`src/rtl/calc_pkg.sv`:
```
// Shared keypad/calculator definitions: digit code decode and the operand-entry state set.
package calc_pkg;

    localparam logic [3:0] ZERO_CODE = 4'b1111;

    typedef enum logic [1:0] {ENTRY, CONVERT, DONE} state_t;

    typedef struct packed {
        logic       legal;
        logic [3:0] value;
    } digit_t;

    // The keypad encodes zero as all-ones so that 4'b0000 can mean "no key".
    function automatic digit_t decode_digit(input logic [3:0] code);
        digit_t d;
        d.legal = 1'b0;
        d.value = 4'd0;
        if (code == ZERO_CODE) begin
            d.legal = 1'b1;
        end else if (code >= 4'd1 && code <= 4'd9) begin
            d.legal = 1'b1;
            d.value = code;
        end
        return d;
    endfunction

endpackage

```
`src/rtl/bcd_to_bin_serial.sv`:
```
// Serial BCD-to-binary converter: one nibble per cycle, most significant first, Horner form.
module bcd_to_bin_serial #(
    parameter int DIGITS = 4,
    parameter int BIN_W  = 14
) (
    input  logic                clk,
    input  logic                reset,
    input  logic                start,
    input  logic                abort,
    input  logic [4*DIGITS-1:0] bcd,
    output logic                busy,
    output logic                done,
    output logic [BIN_W-1:0]    result
);

    localparam int IDX_W = (DIGITS > 1) ? $clog2(DIGITS) : 1;

    logic             busy_q;
    logic [IDX_W-1:0] idx;
    logic [BIN_W-1:0] acc;
    logic [3:0]       nibble;
    logic [BIN_W-1:0] acc_next;

    assign nibble   = 4'(bcd >> {idx, 2'b00});
    assign acc_next = (acc << 3) + (acc << 1) + BIN_W'(nibble);

    // done marks the final step; result is that step's value so the caller can latch it.
    assign busy   = busy_q;
    assign done   = busy_q && (idx == '0);
    assign result = acc_next;

    always_ff @(posedge clk) begin
        if (reset || abort) begin
            busy_q <= 1'b0;
            idx    <= '0;
            acc    <= '0;
        end else if (start) begin
            busy_q <= 1'b1;
            idx    <= IDX_W'(DIGITS - 1);
            acc    <= '0;
        end else if (busy_q) begin
            acc <= acc_next;
            if (idx == '0) busy_q <= 1'b0;
            else           idx    <= idx - 1'b1;
        end
    end

endmodule

```
`src/rtl/operand_entry.sv`:
```
// Keypad operand entry: edge-detected digit shift register with backspace/clear, serial BCD->binary on commit.
module operand_entry
    import calc_pkg::*;
#(
    parameter int DIGITS = 4,
    parameter int BIN_W  = 14,
    parameter int CNT_W  = 3
) (
    input  logic                clk,
    input  logic                reset,
    input  logic [3:0]          digit_in,
    input  logic                digit_en,
    input  logic                clear,
    input  logic                backspace,
    input  logic                commit,
    input  logic                out_ready,
    output logic [4*DIGITS-1:0] bcd_out,
    output logic [CNT_W-1:0]    digit_count,
    output logic                full,
    output logic                busy,
    output logic                out_valid,
    output logic [BIN_W-1:0]    bin_out
);

    state_t              state, state_next;
    logic                en_q;
    logic [4*DIGITS-1:0] bcd_q;
    logic [CNT_W-1:0]    cnt_q;
    logic [BIN_W-1:0]    bin_q;
    logic                valid_q;
    digit_t              dec;
    logic                dig_edge;
    logic                full_q;
    logic                conv_start;
    logic                conv_busy;
    logic                conv_done;
    logic [BIN_W-1:0]    conv_result;

    assign dec        = decode_digit(digit_in);
    assign dig_edge   = digit_en && !en_q;
    assign full_q     = (cnt_q == CNT_W'(DIGITS));
    assign conv_start = (state == ENTRY) && commit && !clear;

    bcd_to_bin_serial #(.DIGITS(DIGITS), .BIN_W(BIN_W)) u_conv (
        .clk    (clk),
        .reset  (reset),
        .start  (conv_start),
        .abort  (clear),
        .bcd    (bcd_q),
        .busy   (conv_busy),
        .done   (conv_done),
        .result (conv_result)
    );

    always_ff @(posedge clk) begin
        if (reset) state <= ENTRY;
        else       state <= state_next;
    end

    always_comb begin
        state_next = state;
        case (state)
            ENTRY:   if (commit)    state_next = CONVERT;
            CONVERT: if (conv_done) state_next = DONE;
            DONE:    if (out_ready) state_next = ENTRY;
            default:                state_next = ENTRY;
        endcase
        if (clear) state_next = ENTRY;
    end

    always_ff @(posedge clk) begin
        if (reset) begin
            en_q    <= 1'b0;
            bcd_q   <= '0;
            cnt_q   <= '0;
            bin_q   <= '0;
            valid_q <= 1'b0;
        end else begin
            en_q <= digit_en;
            if (clear) begin
                bcd_q   <= '0;
                cnt_q   <= '0;
                bin_q   <= '0;
                valid_q <= 1'b0;
            end else begin
                case (state)
                    ENTRY: begin
                        if (commit) begin
                            // operand stays frozen while the converter walks it
                        end else if (backspace) begin
                            if (cnt_q != '0) begin
                                bcd_q <= bcd_q >> 4;
                                cnt_q <= cnt_q - CNT_W'(1);
                            end
                        end else if (dig_edge && dec.legal && !full_q &&
                                     !(dec.value == 4'd0 && cnt_q == '0)) begin
                            bcd_q <= (bcd_q << 4) | (4*DIGITS)'(dec.value);
                            cnt_q <= cnt_q + CNT_W'(1);
                        end
                    end
                    CONVERT: begin
                        if (conv_done) begin
                            bin_q   <= conv_result;
                            valid_q <= 1'b1;
                        end
                    end
                    DONE: begin
                        if (out_ready) begin
                            valid_q <= 1'b0;
                            bcd_q   <= '0;
                            cnt_q   <= '0;
                        end
                    end
                    default: ;
                endcase
            end
        end
    end

    assign bcd_out     = bcd_q;
    assign digit_count = cnt_q;
    assign full        = full_q;
    assign busy        = conv_busy;
    assign out_valid   = valid_q;
    assign bin_out     = bin_q;

endmodule

```
`config.mk`:
```
export PLATFORM = sky130hd
export DESIGN_NAME = operand_entry
export DESIGN_NICKNAME = d
export VERILOG_FILES = /design/src/rtl/calc_pkg.sv /design/src/rtl/bcd_to_bin_serial.sv /design/src/rtl/operand_entry.sv
export SDC_FILE = /design/constraint.sdc
export NUM_CORES = 1
export LEC_CHECK = 0
export ABC_CLOCK_PERIOD_IN_PS = 4200
export CAP_MARGIN = 40
export CORE_UTILIZATION = 30
export DETAILED_ROUTE_END_ITERATION = 12
export SYNTH_ARGS = -nofsm -noshare
export SYNTH_HDL_FRONTEND = slang
export SYNTH_SLANG_ARGS = --single-unit
```
`constraint.sdc`:
```
create_clock -name clk -period 4.2 [get_ports clk]
set_input_delay 1.26 -clock clk [delete_from_list [all_inputs] [get_ports clk]]
set_output_delay 1.26 -clock clk [all_outputs]
set_load 0.01 [all_outputs]
```
==> results of run 1 <==
## metal layers
| layer | vias to the layer above | global-route usage, % | share of wire (%) |
|---|---|---|---|
| met1 | 1158 | 17.4 | 49 |
| met4 | 0 | 2.90 | 0.62 |
| met2 | 48 | 24.4 | 46 |
| li1 | 1276 | - | - |
| met3 | 4 | 3.61 | 3.8 |
| met5 | - | 0 | 0 |
## report_power, final
group	leakage, uW	switching (uW)	internal, uW	total, uW
sequential	0.000428	5.47	506	511
clock	0.0000385	168	118	287
combinational	0.000852	37.6	29.4	67.0
total	0.00132	211	654	865
## metrics by stage
stage               instance area [um2]  cells  util (%)  hold WS (ns)  power [uW]
floorplan                          2940    341         -         0.445         567
global placement                   3500    500      37.3         0.441         589
detailed placement                 3500    501      37.4         0.444         590
CTS                                3590    509      38.3         0.456         877
global route                       3590    509      38.3         0.486         904
finish                             3590    509      38.3         0.453         865
## placed cells by master, fill, tap and decap left out, drive strengths merged, types with 3 or more instances in the layout
cell type       n
a211oi          4
a21o            4
a21oi          51
a22oi           4
buf             4
clkbuf          7
clkdlybuf4s50  46
dfxtp          53
fa              3
ha             23
inv            10
mux2i          17
mux4            4
nand2          47
nand2b          3
nand3           7
nor2           28
nor2b           3
nor3            3
o21ai           9
or3            16
xnor2           9
## final cells by class
| class | count | area (um2) |
|---|---|---|
| Fill cell | 995 | 5780 |
| Multi-Input combinational cell | 259 | 1750 |
| Sequential cell | 53 | 1060 |
| Timing Repair Buffer | 50 | 490 |
| Tap cell | 129 | 161 |
| Clock buffer | 7 | 76.3 |
| Inverter | 10 | 37.5 |
| Clock inverter | 1 | 7.51 |
## registers in the layout (all words and copies together), names as in the netlist
signal and flops:
bcd_out 16, bin_out 14, u_conv.acc 13, digit_count 3
state 2, u_conv.idx 2, en_q 1, out_valid 1
u_conv.busy 1
## cells in the mapped netlist, drive strengths merged, types with 3 or more instances
| library cell | count | share of area, % |
|---|---|---|
| nand2b | 3 | 0.64 |
| mux4 | 4 | 3.1 |
| a21o | 4 | 1.0 |
| ha | 23 | 9.8 |
| xnor2 | 9 | 2.7 |
| nor3 | 3 | 0.51 |
| a22oi | 4 | 1.0 |
| inv | 10 | 1.3 |
| a211oi | 4 | 1.0 |
| nor2 | 28 | 3.6 |
| o21ai | 9 | 1.5 |
| mux2i | 17 | 5.8 |
| nor2b | 3 | 0.64 |
| nand2 | 47 | 6.0 |
| fa | 3 | 2.0 |
| dfxtp | 53 | 36 |
| clkbuf | 13 | 1.7 |
| or3 | 16 | 3.4 |
| a21oi | 51 | 8.7 |
| buf | 6 | 1.4 |
| nand3 | 7 | 1.2 |
## cell families (layout without fill, tap and decap cells)
kind of cell	after synthesis	count (layout)	share of synthesized area, %
xor gates and xnor gates	11	11	3.28
AOI/OAI and AO/OA	80	80	15.3
buffers and inverters	29	68	4.30
and+or+nand+nor	121	121	20.4
DFF	53	53	36.1
adders and majority gates	26	26	11.8
muxes	21	21	8.85
## final timing paths
check	endpoint	slack (ns)	depth (start not counted)
setup / recovery	bin_out[13]	0.90	11
hold / removal	bin_out[13]	0.45	2
setup reg to reg	bin_out[13]	0.90	11
hold reg to reg	bin_out[13]	0.45	2
## critical path, stage by stage (launching register included)
cell,delay [ns]
dfxtp_1,0.52
mux4_2,0.54
inv_1,0.09
fa_1,0.41
inv_1,0.11
ha_1,0.14
a21o_1,0.13
nand4_1,0.20
a2111oi_0,0.66
nor4_1,0.10
nand3b_1,0.18
a21oi_1,0.15
==> run_results.csv, run 1 <==
group,metric,value,unit
status,status,"complete, no violations",
cells_and_area,drive_gt1_share,4.47,%
setup_path,endpoint_kind,"register",
routing,drt-total-wl,6610,um
setup_path,critPathLaunch,"u_conv.idx[0]",
timing,max_slew_margin,48.5,%
routing,avgRoutedWirePerCell,13.0,um
clock_network,cts_max_path_buffers,2,
timing,rsz0062_at_grt,"false",
min_path,hold_start,"bin_out[13]",
floorplanning,fp.dieW,101,um
routing,routed_via_density,4.88,
clock_network,htreeDepth,2,
timing,setup-violations-final,0,
synth,synth_ff_type,"dfxtp_1",
power,ir_worst_vdd,0.112,mV
clock_network,cts_tree,"done",
clock_network,cts_inserted_buffers,5,
setup_path,worst-setup-path-type,"reg -> reg",
setup_path,required,4.43,ns
floorplanning,die_h,101,um
global_routing,grt_max_degree,41,
routing,ant_nets,0,
global_routing,grt_usage,14.0,%
timing,worst_pin_slew,0.772,ns
clock_network,cts_resized,0,
place,gp_congestion,0.782,
setup_path,worstPathArrival,3.54,ns
synth,yosysWarnings,0,
floorplanning,die_area,10200,um2
routing,drc,0,
routing,num_vias,2486,
clock_network,cts-root-buf,"clkbuf_8",
synth,synth_edf_count,0,
timing,fin_worst_skew,0.00881,ns
power,p_per_area,241,nW/um2
job,max_cap_viol_count,0,
global_routing,grt_pass1_wl,11500,um
routing,firstDrtPassIters,4,
timing,setup_ws,0.895,ns
timing,hold_viol,0,
global_routing,grt_pass1_vias,2504,
synth,synthArstFlopShare,0,%
timing,timing.final.crit_share,78.7,%
setup_path,start_kind,"register",
clock_network,postCtsHoldBufs,0,
power,p_leak,0.00132,uW
min_path,hp-class,"reg -> reg",
synth,synth_area_per_cell,8.63,um2
timing,fin_tns_setup,0,ns
place,port_buffers,46,
floorplanning,rows,35,
global_routing,antenna_found_initial,0,
setup_path,r2r_start,"u_conv.idx[0]",
clock_network,post-cts-setup-buffers,0,
cells_and_area,fin_nets,416,
global_routing,overflow,0,
floorplanning,pin_count,47,
timing,maxSlewViolCount,0,
clock_network,clock_latency,0.31,ns
synth,syn_inst,341,
routing,drt-initial-drc-count,82,
floorplanning,initial_core_util,31.4,%
timing,finalCriticalPeriod,3.30,ns
setup_path,crit_fanout,5,
clock_network,clk_pin_slew,0.09,ns
synth,synth-seq-cells,53,
cells_and_area,antenna_cells,0,
place,hpwl,4900,um
cells_and_area,syn_to_final_growth,22.0,%
clock_network,cts.sinks,53,
synth,syn_nets,378,
timing,max_freq,303,MHz
synth,seq_area_frac_synth,36.1,%
floorplanning,core-area,9370,um2
place,pre_cts_slack,0.610,ns
synth,synth_area,2940,um2
synth,ys_types,44,
(Power assumes the default switching activity.)
==> run 2: changes to the inputs <==
--- a/config.mk
+++ b/config.mk
@@ -5,7 +5,7 @@
 export SDC_FILE = /design/constraint.sdc
 export NUM_CORES = 1
 export LEC_CHECK = 0
-export ABC_CLOCK_PERIOD_IN_PS = 4200
+export ABC_CLOCK_PERIOD_IN_PS = 2700
 export CAP_MARGIN = 40
 export CORE_UTILIZATION = 30
 export DETAILED_ROUTE_END_ITERATION = 12
==> constraint.sdc (replaced) <==
create_clock -name clk -period 2.7 [get_ports clk]
set_input_delay 0.81 -clock clk [delete_from_list [all_inputs] [get_ports clk]]
set_output_delay 0.81 -clock clk [all_outputs]
set_load 0.01 [all_outputs]
==> run 2 against run 1 <==
Effect of this change:
- the flow now finishes with violations (setup timing)
- fmax up 16%
- worst setup slack worse by 1.0 ns
- power up 64%
- sequential share of layout area down 3.0 points
- core utilization up 4.5 points
- critical path depth unchanged
- first-iteration DRC count down 16%
- clock skew down 0.0030 ns
- wire length up 7.2%
- die area unchanged
- global-route usage up 0.64 points
- clock power up 73%
- largest cell class unchanged
==> run_results.csv, run 2 (same netlist as run 1, synthesis figures left out) <==
group,metric,value,unit
cells_and_area,antenna_cells,0,
cells_and_area,syn_to_final_growth,36.2,%
timing,setup_ws,-0.143,ns
global_routing,grt_pass1_wl,12000,um
setup_path,cpPeakStageDelay,0.51,ns
routing,routed_via_density,4.88,
cells_and_area,largest_reg_flops,16,
timing,maxSlewViolCount,0,
clock_network,clk_pin_slew,0.10,ns
setup_path,required,2.89,ns
power,ir_worst_vdd,0.175,mV
timing,fin_tns_setup,-1.24,ns
floorplanning,initial_core_util,31.4,%
routing,drc,0,
clock_network,cts_max_path_buffers,2,
setup_path,slowest_stage,"mux4_2",
clock_network,cts_inserted_buffers,5,
setup_path,cp_cell_sequence,"mux4_2, inv_2, fa_1, inv_2, ha_1, a21o_1, nand4_1, a21oi_1, or3_1, nand3_1, a21oi_1",
setup_path,start_kind,"register",
timing,hold_viol,0,
timing,worst_pin_slew,0.642,ns
global_routing,grt_max_degree,40,
status,violations,"setup timing",
global_routing,grt_usage,14.6,%
timing,fin_hold_ws,0.459,ns
setup_path,cpLargestDelayFamily,"simple AND/OR/NAND/NOR gates",
floorplanning,fp.dieW,101,um
routing,ant_nets,0,
setup_path,critPathBufInv,2,
global_routing,antenna_found_initial,0,
clock_network,clock_latency,0.31,ns
floorplanning,pin_count,47,
timing,rsz0062_at_grt,"true",
floorplanning,rows,35,
timing,finalCriticalPeriod,2.84,ns
cells_and_area,drive_gt1_share,17.7,%
cells_and_area,fin_nets,449,
place,pre_cts_slack,-0.323,ns
setup_path,worstPathArrival,3.03,ns
cells_and_area,final_cell_mix,"dfxtp_1 (52), a21oi_1 (48), nand2_1 (46), clkdlybuf4s50_1 (46), buf_4 (34)",
timing,setup-violations-final,15,
place,hpwl,5180,um
floorplanning,die_h,101,um
power,p_per_area,354,nW/um2
floorplanning,die_area,10200,um2
routing,firstDrtPassIters,4,
place,gp_congestion,0.814,
clock_network,cts.sinks,53,
place,port_buffers,46,
timing,fin_worst_skew,0.00583,ns
routing,drt-initial-drc-count,69,
cells_and_area,layout_commonest_cell,"dfxtp_1",
clock_network,htreeDepth,2,
cells_and_area,n_fill_cell,953,
routing,drt-total-wl,7080,um
cells_and_area,multi_input_area,1890,um2
routing,num_vias,2645,
status,status,"finished, violations left",
timing,max_freq,352,MHz
timing,max_slew_margin,57.0,%
routing,avgRoutedWirePerCell,13.1,um
power,p_leak,0.00151,uW
global_routing,grt_pass1_vias,2667,
cells_and_area,seqCellArea,1060,um2
floorplanning,core-area,9370,um2
clock_network,cts_tree,"done",
timing,timing.final.crit_share,105,%
setup_path,worst-setup-path-type,"reg -> reg",
setup_path,crit_fanout,4,
global_routing,overflow,0,
min_path,hp-class,"reg -> reg",
clock_network,cts-root-buf,"clkbuf_8",
job,max_cap_viol_count,0,
setup_path,endpoint_kind,"register",
[run 2: path summary, 6_finish.rpt]
path                       from             to  slack, ns  cells past startpoint
hold reg to reg      bin_out[7]     bin_out[7]       0.46                      2
setup reg to reg  u_conv.idx[0]  u_conv.acc[9]      -0.14                     11
setup / recovery  u_conv.idx[0]  u_conv.acc[9]      -0.14                     11
hold / removal       bin_out[7]     bin_out[7]       0.46                      2
[run 2: cell type report]
class | instances | area share [%]
Clock buffer | 6 | 2.06
Tap cell | 129 | 4.03
Multi-Input combinational cell | 259 | 47.0
Sequential cell | 53 | 26.6
Clock inverter | 2 | 0.437
Timing Repair Buffer | 83 | 18.9
Inverter | 10 | 0.937
[run 2: metrics by stage]
| stage | std cells | utilization [%] | power [uW] | area, um2 |
|---|---|---|---|---|
| after floorplan | 341 | - | 883 | 2970 |
| after global placement | 530 | 40.0 | 932 | 3750 |
| after detailed placement | 530 | 40.0 | 934 | 3750 |
| after CTS | 542 | 42.1 | 1430 | 3950 |
| after global routing | 542 | 42.8 | 1480 | 4010 |
| final | 542 | 42.8 | 1420 | 4010 |
[run 2: what timing repair did]
item,in CTS,in global routing
pin swaps,17,10
hold endpoints to repair,0,0
hold buffers,0,0
gates resized for setup,14,11
endpoints found under the setup margin,17,21
buffers inserted,4,0
[run 2: per-layer routing]
metal | global-route usage (%) | wire (um) | vias to the layer above
met5 | 0 | 0 | -
met4 | 2.90 | 51 | 0
met3 | 3.26 | 243 | 6
met2 | 26.1 | 3520 | 60
met1 | 18.0 | 3270 | 1241
li1 | - | - | 1338
[run 2: power by group]
part,switching (uW),internal [uW]
combinational,64.3,62.3
clock,283,214
sequential,6.95,786
total,355,1060
[run 2: tightest hold or removal path: stages (launching register included)]
cell and delay, ns:
dfxtp_1 0.32, nand2_1 0.05, a21oi_1 0.05
